**config.mk**
```make
export PLATFORM = sky130hd
export DESIGN_NAME = bcd_updown_multi
export DESIGN_NICKNAME = d
export VERILOG_FILES = /design/src/rtl/bcd_pkg.sv /design/src/rtl/bcd_digit_cell.sv /design/src/rtl/bcd_updown_multi.sv
export SDC_FILE = /design/constraint.sdc
export NUM_CORES = 1
export LEC_CHECK = 0
export BUFFER_PORTS_ARGS = -buffer_cell sky130_fd_sc_hd__buf_2
export CORE_UTILIZATION = 57
export DETAILED_ROUTE_END_ITERATION = 7
export GPL_TIMING_DRIVEN = 0
export PLACE_DENSITY = 0.85
export SETUP_SLACK_MARGIN = 0.3
export SYNTH_ARGS = -nofsm -noshare
export SYNTH_HDL_FRONTEND = slang
export SYNTH_SLANG_ARGS = --single-unit
```
**constraint.sdc**
```tcl
create_clock -name Clk -period 3.29 [get_ports Clk]
set_clock_uncertainty 0.2 [all_clocks]
set_input_delay 0.1645 -clock Clk [delete_from_list [all_inputs] [get_ports Clk]]
set_output_delay 0.1645 -clock Clk [all_outputs]
set_load 0.005 [all_outputs]
```
**src/rtl/bcd_pkg.sv**
```systemverilog
// Shared BCD digit type, digit limits and load sanitising helper for the
// multi-digit up/down counter.
package bcd_pkg;

  typedef logic [3:0] bcd_digit_t;

  localparam bcd_digit_t BCD_MAX = 4'd9;
  localparam bcd_digit_t BCD_MIN = 4'd0;

  function automatic bcd_digit_t bcd_sanitize(input bcd_digit_t d);
    return (d > BCD_MAX) ? BCD_MIN : d;
  endfunction

endpackage

```
**src/rtl/bcd_digit_cell.sv**
```systemverilog
// One BCD digit register with load, up/down step and boundary detection.
module bcd_digit_cell
  import bcd_pkg::*;
(
  input  logic       Clk,
  input  logic       rst,
  input  logic       step,
  input  logic       up,
  input  logic       load,
  input  bcd_digit_t load_val,
  input  logic       hold,
  output bcd_digit_t digit,
  output logic       boundary
);

  assign boundary = up ? (digit == BCD_MAX) : (digit == BCD_MIN);

  always_ff @(posedge Clk or negedge rst) begin
    if (!rst) begin
      digit <= BCD_MIN;
    end else if (load) begin
      digit <= bcd_sanitize(load_val);
    end else if (step && !hold) begin
      if (up) digit <= (digit == BCD_MAX) ? BCD_MIN : digit + 4'd1;
      else    digit <= (digit == BCD_MIN) ? BCD_MAX : digit - 4'd1;
    end
  end

endmodule

```
**src/rtl/bcd_updown_multi.sv**
```systemverilog
// Parametrised multi-digit BCD up/down counter with validated load, wrap or
// saturate, and cascadable TermCnt. BCD_UPDOWN_STICKY_OVF_EN adds OvfSticky.
module bcd_updown_multi
  import bcd_pkg::*;
#(
  parameter int NUM_DIGITS = 4,
  parameter int SATURATE   = 0
) (
  input  logic                    Clk,
  input  logic                    rst,
  input  logic                    En,
  input  logic                    UpOrDown,
  input  logic                    Load,
  input  logic [4*NUM_DIGITS-1:0] LoadVal,
  output logic [4*NUM_DIGITS-1:0] Count,
  output logic                    TermCnt,
`ifdef BCD_UPDOWN_STICKY_OVF_EN
  output logic                    OvfSticky,
`endif
  output logic                    LoadErr
);

  logic [NUM_DIGITS-1:0] bnd;
  logic [NUM_DIGITS-1:0] step;
  logic                  advance;
  logic                  all_bnd;
  logic                  hold;
  logic                  load_bad;

  assign advance = En & ~Load;
  assign all_bnd = &bnd;
  assign TermCnt = advance & all_bnd;
  // Saturation freezes every digit; all of them would otherwise roll over.
  assign hold    = (SATURATE != 0) & all_bnd;

  for (genvar i = 0; i < NUM_DIGITS; i++) begin : g_digit
    if (i == 0) begin : g_first
      assign step[i] = advance;
    end else begin : g_ripple
      assign step[i] = step[i-1] & bnd[i-1];
    end

    bcd_digit_cell u_cell (
      .Clk      (Clk),
      .rst      (rst),
      .step     (step[i]),
      .up       (UpOrDown),
      .load     (Load),
      .load_val (LoadVal[4*i +: 4]),
      .hold     (hold),
      .digit    (Count[4*i +: 4]),
      .boundary (bnd[i])
    );
  end

  always_comb begin
    load_bad = 1'b0;
    for (int k = 0; k < NUM_DIGITS; k++) begin
      if (LoadVal[4*k +: 4] > BCD_MAX) load_bad = 1'b1;
    end
  end

  always_ff @(posedge Clk or negedge rst) begin
    if (!rst) LoadErr <= 1'b0;
    else      LoadErr <= Load & load_bad;
  end

`ifdef BCD_UPDOWN_STICKY_OVF_EN
  always_ff @(posedge Clk or negedge rst) begin
    if (!rst)         OvfSticky <= 1'b0;
    else if (Load)    OvfSticky <= 1'b0;
    else if (TermCnt) OvfSticky <= 1'b1;
  end
`endif

endmodule

```
# Word-level counts from Yosys, hierarchy flattened
# Index checks and enable logic that the tools add are counted.
[op_classes]
n_addsub = 8
multipliers = 0
n_div = 0
n_lt_le_gt_ge = 4
n_eq_ne = 4
n_shift = 0
n_mux = 32
bitwise = 7
n_reduce_logical = 9
[ops]
columns = ["cell", "n"]
rows = [
  ["$mux W4", 24],
  ["$add A4 B1 Y4 const B", 4],
  ["$eq A4 B4 Y1 const B", 4],
  ["$gt A4 B4 Y1 const B", 4],
  ["$logic_not A4 Y1", 4],
  ["$sub A4 B1 Y4 const B", 4],
  ["$mux W1", 8],
  ["$reduce_bool A2 Y1", 4],
  ["$and A1 B1 Y1", 6],
  ["$reduce_and A4 Y1", 1],
  ["$not A1 Y1", 1],
]
[word_totals]
register_bits = 17
latchBits = 0
ram_bits = 0
mem_bits_ro = 0
in_bits = 21
out_inout_bits = 18
elab_cells = 69
memories = 0

# Depth between registers and ports, before layout
# Gate-level depths: netlist of the first run.
[logic_depth]
word_depth = 7
depth_mapped = 8
depth_no_buf = 5

# By module
# From an unflattened synthesis of the first run, not the netlist that was laid out.
[hier_totals]
cells_unflattened = 185
hier_area_um2 = 1501.4
[modules_own_cells]
columns = ["mod", "instances", "cells_each", "area_each_um2", "seq_area_each_um2"]
rows = [
  ["bcd_digit_cell", 4, 43, 350.3, 100.1],
  ["bcd_updown_multi", 1, 13, 100.1, 25.0],
]

# Least setup slack after synthesis of the first run
# No wires, ideal clock.
[synth_timing]
kind = "reg-to-reg"
startpoint = "register g_digit[0].u_cell.digit[3]"
endpoint = "register g_digit[2].u_cell.digit[1]"
setup_ns = 0.126
arrival_ns = 1.831
required_ns = 2.964
setup_slack_ns = 1.133
stages_incl_launch_ff = 7
path_buffers = 2
synth_period_minus_slack_ns = 2.157
cell_sequence = "dfrtp_1 -> buf_4 -> nor3_2 -> o211ai_4 -> or4_4 -> buf_6 -> a311o_1"
[synth_between]
elab_chain_len = 5
elab_cells_between_ends = 6
cone_classes = "eq/ne: 1; mux: 1; bitwise: 2; reduce/logical: 2"
[synth_rtl]
columns = ["item", "line_no", "source"]
rows = [
  ["start, declared", "bcd_digit_cell.sv:12", "output bcd_digit_t digit,"],
  ["start signal, assigned", "bcd_digit_cell.sv:22", "digit <= bcd_sanitize(load_val);"],
  ["start signal, assigned", "bcd_digit_cell.sv:24", "if (up) digit <= (digit == BCD_MAX) ? BCD_MIN : digit + 4'd1;"],
  ["start signal, assigned", "bcd_digit_cell.sv:25", "else digit <= (digit == BCD_MIN) ? BCD_MAX : digit - 4'd1;"],
  ["$eq A4 B4 Y1 or $logic_not A4 Y1 (tied branches)", "bcd_digit_cell.sv:16", "assign boundary = up ? (digit == BCD_MAX) : (digit == BCD_MIN);"],
  ["$mux W1 *", "bcd_digit_cell.sv:16", ""],
  ["$and A1 B1 Y1 * (2 in series)", "bcd_updown_multi.sv:40", "assign step[i] = step[i-1] & bnd[i-1];"],
  ["$reduce_bool A2 Y1 (no source line) *", "--", ""],
  ["end signal, assigned", "bcd_digit_cell.sv:22", ""],
  ["end signal, assigned", "bcd_digit_cell.sv:24", ""],
  ["end signal, assigned", "bcd_digit_cell.sv:25", ""],
  ["end, declared", "bcd_digit_cell.sv:12", ""],
]
# Every way passes the cells marked *; elsewhere a longest branch is shown, timed or not.
# A chain may end at the register's enable or synchronous reset.

# Worst setup path in the final report of the first run
[layout_timing]
startpoint = "register g_digit[0].u_cell.digit[3]"
endpoint = "output TermCnt"
[layout_between]
elab_chain_len = 4
elab_cells_between_ends = 5
cone_classes = "eq/ne: 1; mux: 1; bitwise: 1; reduce/logical: 2"
[layout_rtl]
columns = ["item", "line_no", "source"]
rows = [
  ["$eq A4 B4 Y1 or $logic_not A4 Y1 (tied branches)", "bcd_digit_cell.sv:16", ""],
  ["$mux W1 *", "bcd_digit_cell.sv:16", ""],
  ["$reduce_and A4 Y1 *", "bcd_updown_multi.sv:31", "assign all_bnd = &bnd;"],
  ["$and A1 B1 Y1 *", "bcd_updown_multi.sv:32", "assign TermCnt = advance & all_bnd;"],
  ["end, declared", "bcd_updown_multi.sv:16", "output logic TermCnt,"],
]
# Marked as above.

==> results of run 1 <==
==> synthesized netlist by cell type, types with 4 or more instances <==
master and count:
nor2_1 17, dfrtp_1 17, xnor2_1 5, nand3b_1 4
a31oi_1 5, nand3_1 12, clkbuf_1 14, o21ai_0 29
a21oi_1 7, nor3_1 6, nand2_1 13, and3_1 4
inv_1 7, mux2i_1 4
==> what timing repair did <==
item,in CTS,in global routing
endpoints found under the hold margin,30,0
resized for setup,0,0
hold buffers,19,0
==> metrics by stage <==
step | cells | cell area, µm² | utilization | hold slack (ps) | setup slack (ps)
after floorplan | 204 | 1560 | - | -331 | 1130
after global placement | 269 | 1780 | 0.698 | -86.1 | 1060
after detailed placement | 269 | 1780 | 0.698 | -81.1 | 1030
after CTS | 292 | 1990 | 0.783 | 15.5 | 735
after global routing | 292 | 1990 | 0.783 | 14.5 | 609
final | 292 | 1990 | 0.783 | 9.74 | 702
==> per-layer routing <==
metal / global-route usage / share of wire / routed length [µm] / vias up
li1: - / - / - / 872
met5: 0 / 0 / 0 / -
met3: 0.0278 / 0.049 / 223 / 12
met1: 0.502 / 0.45 / 2020 / 835
met4: 0.145 / 0.026 / 119 / 0
met2: 0.555 / 0.48 / 2150 / 68
==> final cells by class <==
type | instances | area [µm²] | area share
Buffer | 22 | 109 | 0.0546
Timing Repair Buffer | 54 | 365 | 0.183
Clock buffer | 3 | 22.5 | 0.0113
Clock inverter | 1 | 5.00 | 0.00251
Multi-Input combinational cell | 157 | 998 | 0.501
Sequential cell | 17 | 425 | 0.213
Inverter | 8 | 30.0 | 0.0151
Tap cell | 30 | 37.5 | 0.0188
==> worst paths after layout <==
kind                                                   startpoint                                      to  slack (ps)
max                        g_digit[0].u_cell.digit[3]$_DFFE_PN0P_                                 TermCnt         700
max in group asynchronous                                     rst  g_digit[0].u_cell.digit[3]$_DFFE_PN0P_        2490
min reg2reg                g_digit[1].u_cell.digit[2]$_DFFE_PN0P_  g_digit[1].u_cell.digit[2]$_DFFE_PN0P_         510
max reg2reg                g_digit[1].u_cell.digit[1]$_DFFE_PN0P_  g_digit[1].u_cell.digit[3]$_DFFE_PN0P_         730
min in group asynchronous                                     rst  g_digit[1].u_cell.digit[0]$_DFFE_PN0P_         110
min                                                            En  g_digit[0].u_cell.digit[3]$_DFFE_PN0P_          10
==> critical path: stages, from the launching register on <==
cell and delay, ps:
dfrtp_1 390, buf_4 170, nor3_2 200, o211ai_4 170, or4_4 540, buf_6 150
nor3_1 160, buf_2 130
==> where the power goes <==
part,switching (µW),leakage (µW),internal [µW]
sequential,22.7,0.000218,229
combinational,148,0.000579,115
clock,81.4,0.0000177,45.4
total,252,0.000815,389
==> state kept, by name, summed over array words and instances (netlist names) <==
name	count
g_digit.u_cell.digit	16
LoadErr	1
==> logic make-up after synthesis <==
| group | after synthesis | share of synthesized area |
|---|---|---|
| flip-flops | 17 | 0.272 |
| multiplexers | 5 | 0.0328 |
| AO/OA/AOI/OAI | 68 | 0.292 |
| XOR/XNOR | 7 | 0.0392 |
| buffers and inverters | 30 | 0.0889 |
| AND/OR/NAND/NOR | 77 | 0.275 |
==> summary.txt, run 1 <==
Run status
  – Status: finished, final reports clean

STA
  – Final setup fails: 0
  – Total negative slack: 0 ps
  – Slew margin rel.: 0.676
  – Fin. Hold Viols: 0
  – Fin crit share: 0.787
  – Final slew viol count: 0
  – Fmax: 386 MHz
  – Final Critical Period: about 2600 ps
  – RSZ-0062 raised after global routing: false
  – Worst slew pin tran: 486 ps

Worst hold path
  – Hold Path Class: input pin to flop
  – Hold path cells: 3

Synth
  – Synth async-reset ratio: 1.00
  – Synth top area share: 0.272
  – Post-Syn Instances: 204
  – Syn Std Cell Area: 1560 µm²
  – Ys flop type: dfrtp_1
  – Post-Syn Nets: approximately 230
  – Register area share after synthesis: 0.272
  – Post-synth EDFFs: 0
  – Avg Cell Area, Syn: 7.66 µm²
  – Post-synthesis register bit count: 17
  – Syn. warnings: 0
  – Synth area leaders: dfrtp_1 27%, o21ai_0 9.3%, nor2_1 4.1%
  – Largest area contributor in the netlist: dfrtp_1
  – Unique masters post-synth: 53

Detailed routing
  – First-pass DRT Iterations: 4
  – DRT antenna net count: 0
  – Routed WL: 4.52 mm
  – Post-route DRC: 0
  – Vias per cell: slightly above 6
  – Vias: 1787
  – Initial drt markers: just under 60
  – Routed WL per cell: 15.5 µm

Power and ir drop
  – Leakage: 0.000815 µW
  – Total power: 641 µW
  – VDD IR-drop max: a little over 0.3 mV
  – PD cells: 322 nW/µm²

Floorplanning
  – Die height: 54.4 µm
  – Die footprint: 2960 µm²
  – Row count: 18
  – Die Wd: around 54 µm
  – CORE AREA: 2540 µm²
  – Initial core utilization: 0.614
  – Ports: 39

Layout
  – FILL cells: 191
  – Layout cell share with drive strength beyond 1: 0.206
  – # diodes: 0
  – Area delta synth->final: 27.5%
  – Layout Nets: 284
  – Commonest non-fill, non-tap cells in the layout: 38 x buf_2, 29 x o21ai_0, 19 x dlygate4sd3_1
  – Most common cell after layout, fill and taps aside: buf_2

Flow run
  – Max Cap Viol: 0

Placed design
  – Final Wtd Congestion: 0.888
  – I/O Buffers: 35
  – HPWL after DPL: around 2.8 mm

Clock network
  – Worst-path clk slew: 120 ps
  – TritonCTS clock tree: done
  – Clock root cell: clkbuf_4
  – Postcts setup bufs: 0
  – CTS buffer count: 3
  – Clk buf depth: 2
  – Htree depth: 1
  – Clk_lat worst skew: 310 ps
  – Clk sinks: 17

Global routing
  – Via count of the first global-routing pass: 1550
  – Initial antenna violation count: 0
  – Global-route wire length before repair: 7.47 mm
  – Grt total ovfl: 0
  – Largest net degree at the start of global routing: 18
  – Tot GR Track Use: 0.355

Critical path
  – R2R depth: 6
  – CP required: 2930 ps
  – Startpoint types: flop
  – Crit end category: output port
  – Critical path type: flop to output port
  – Worst path arrival time: 2220 ps
  – Critical path peak fanout: 9
Power figures use the tool's default switching activity.
==> inputs of run 2 (changes only) <==
--- a/config.mk
+++ b/config.mk
@@ -5,11 +5,12 @@
 export SDC_FILE = /design/constraint.sdc
 export NUM_CORES = 1
 export LEC_CHECK = 0
+export ABC_AREA = 1
 export BUFFER_PORTS_ARGS = -buffer_cell sky130_fd_sc_hd__buf_2
-export CORE_UTILIZATION = 57
+export CORE_UTILIZATION = 49
 export DETAILED_ROUTE_END_ITERATION = 7
 export GPL_TIMING_DRIVEN = 0
-export PLACE_DENSITY = 0.85
+export PLACE_DENSITY = 0.77
 export SETUP_SLACK_MARGIN = 0.3
 export SYNTH_ARGS = -nofsm -noshare
 export SYNTH_HDL_FRONTEND = slang
==> constraint.sdc (replaced) <==
create_clock -name Clk -period 2.1 [get_ports Clk]
set_clock_uncertainty 0.2 [all_clocks]
set_input_delay 0.105 -clock Clk [delete_from_list [all_inputs] [get_ports Clk]]
set_output_delay 0.105 -clock Clk [all_outputs]
set_load 0.005 [all_outputs]
==> summary.txt, run 2 <==
Run status
  – Status: complete, but fails checks
  – Failing checks: hold timing

Detailed routing
  – DRT antenna net count: 0
  – Routed WL per cell: 11.8 µm
  – First-pass DRT Iterations: 4
  – Initial drt markers: 176
  – Routed WL: 4.61 mm
  – Vias per cell: between 5 and 6
  – Uppermost layer routed: met4
  – Met1 wire length: 2.12 mm
  – Met3 routed WL: around 240 µm
  – Vias: slightly below 2000
  – Met2 wire length: 2.23 mm
  – Post-route DRC: 0

STA
  – Fin crit share: 0.879
  – Final slew viol count: 0
  – Hold Worst Slack: -7.66 ps
  – Fin. Hold Viols: 1
  – Slew margin rel.: 0.660
  – Total negative slack: 0 ps
  – Worst slew pin tran: 505 ps
  – Final setup margin: 253 ps
  – RSZ-0062 raised after global routing: true
  – Final setup fails: 0
  – Fmax: about 540 MHz
  – Final Critical Period: 1850 ps

Worst hold path
  – Hold Path Class: input pin to flop
  – Hold path cells: 4
  – Hold Startpoint: Load

Floorplanning
  – Initial core utilization: 0.527
  – Die height: around 60 µm
  – Die Wd: 59.8 µm
  – Ports: 39
  – Die footprint: 3570 µm²
  – CORE AREA: 3100 µm²
  – Row count: 20

Critical path
  – Max incr delay on CP: 390 ps
  – Worst path arrival time: ~1500 ps
  – Buf/Inv on CP: 3
  – Crit path max-delay family: simple AND/OR/NAND/NOR gates
  – Reg2Reg Launch Point: g_digit[0].u_cell.digit[3]$_DFFE_PN0P_
  – Critical path peak fanout: 8
  – Top cell by count, worst path: nand2_1
  – R2R depth: 10
  – Startpoint types: flop
  – Worst Setup SP: g_digit[1].u_cell.digit[2]$_DFFE_PN0P_
  – CP required: 1790 ps
  – Levels on crit path: 9
  – Critical path type: flop to output port
  – Flop2flop setup slack: slightly above 400 ps
  – Slowest CP cell: dfrtp_1
  – Crit-path cells: buf_4 -> nor2_1 -> nand2_1 -> nand2_1 -> nand2_1 -> inv_2 -> nand3_4 -> nor3_2 -> buf_2
  – Crit end category: output port

Synth
  – Register area share after synthesis: 0.260
  – Ys flop type: dfrtp_1
  – Largest area contributor in the netlist: dfrtp_1
  – Synth area leaders: dfrtp_1 26%, nand2_1 23%, nand3_1 13%
  – Post-Syn Instances: 269
  – Avg Cell Area, Syn: 6.08 µm²
  – Most frequent cell after synthesis: nand2_1
  – Post-synth EDFFs: 0
  – Post-Syn Nets: 290
  – Unique masters post-synth: 29
  – Synth top area share: 0.260
  – Syn Std Cell Area: 1640 µm²
  – Post-synthesis register bit count: 17
  – Commonest cells in the netlist: 101 x nand2_1, 41 x nand3_1, 26 x inv_1
  – Syn. warnings: 0
  – Synth async-reset ratio: 1.00

Layout
  – Most common cell after layout, fill and taps aside: nand2_1
  – Layout cell share with drive strength beyond 1: 0.283
  – Max FFs per register: 16
  – FILL cells: 275
  – Layout Nets: about 370
  – Top reg by flops: g_digit.u_cell.digit
  – Commonest non-fill, non-tap cells in the layout: 100 x nand2_1, 41 x nand3_1, 39 x buf_2
  – # diodes: 0
  – Area delta synth->final: 38.4%
  – Leading registers by flop count: g_digit.u_cell.digit (16), LoadErr (1)

Global routing
  – Via count of the first global-routing pass: 1753
  – Global-route wire length before repair: between 7 and 8 mm
  – Tot GR Track Use: 0.282
  – Grt total ovfl: 0
  – Largest net degree at the start of global routing: 18
  – Initial antenna violation count: 0

Power and ir drop
  – VDD IR-drop max: 0.486 mV
  – PD cells: about 560 nW/µm²
  – Leakage: 0.00125 µW

Clock network
  – Worst-path clk slew: roughly 100 ps
  – TritonCTS clock tree: done
  – Clk buf depth: 2
  – Htree depth: 1
  – CTS buffer count: 3
  – Clock root cell: clkbuf_4
  – Clk_lat worst skew: 300 ps
  – Clk sinks: 17

Flow run
  – Max Cap Viol: 0

Placed design
  – I/O Buffers: 37
  – Final Wtd Congestion: 0.854
  – Dpl ws: 439 ps
  – HPWL after DPL: 2.91 mm
run 2: what timing repair did:
| action | CTS | global route |
|---|---|---|
| hold buffers | 24 | 0 |
| endpoints found under the hold margin | 33 | 0 |
| gates resized for setup | 10 | 8 |
| cloned | 0 | 0 |
| pin swaps | 4 | 1 |
| setup buffers | 10 | 3 |
| endpoints found under the setup margin | 1 | 3 |
run 2: logic make-up (layout without fill, tap and decap cells):
family	count (synthesis)	after routing	share of synthesized area
buffers and inverters	39	116	0.116
AO/OA/AOI/OAI	32	32	0.107
XOR/XNOR	1	1	0.00536
flip-flops	17	17	0.260
AND/OR/NAND/NOR	180	180	0.511
run 2: layer usage:
layer  vias up  track usage
li1       1022            -
met1       884        0.366
met2        68        0.487
met3         4       0.0498
met4         0       0.0598
met5         -            0
run 2: power breakdown:
group / switching, µW / internal [µW] / total [µW] / leakage [µW]
Combinational: 344 / 277 / 621 / 0.00103
Clock: 110 / 74.1 / 184 / 0.0000150
Sequential: 79.6 / 380 / 459 / 0.000203
run 2: path summary, 6_finish.rpt:
| check | end |
|---|---|
| setup / recovery | TermCnt |
| hold / removal | g_digit[0].u_cell.digit[0]$_DFFE_PN0P_ |
| setup reg to reg | g_digit[1].u_cell.digit[0]$_DFFE_PN0P_ |
| hold reg to reg | g_digit[1].u_cell.digit[1]$_DFFE_PN0P_ |
| max in group asynchronous | g_digit[2].u_cell.digit[3]$_DFFE_PN0P_ |
| min in group asynchronous | g_digit[0].u_cell.digit[2]$_DFFE_PN0P_ |
run 2: worst reg2reg max path: cells and delay by family (launching register included):
family	cells	cell delay [ps]
AOI/OAI and AO/OA	1	50
DFF	1	450
and+or+nand+nor	6	530
buffers and inverters	3	360
run 2: layout make-up:
cell class / instances / area [µm²] / area share
multi-input cells: 213 / 1040 / 0.459
clock buffers: 4 / 26.3 / 0.0116
inverters: 32 / 129 / 0.0569
plain buffers: 7 / 63.8 / 0.0282
repair buffers: 73 / 513 / 0.227
flip-flops and latches: 17 / 437 / 0.193
well taps: 44 / 55.1 / 0.0243
run 2: per-stage QoR:
step                      power, µW  utilization  area (µm²)  instances
final                          1260        0.729        2260        390
after global routing           1380        0.729        2260        390
after CTS                      1240        0.721        2240        388
after detailed placement        967        0.604        1880        350
after global placement          962        0.604        1880        350
after floorplan                 817            -        1640        269
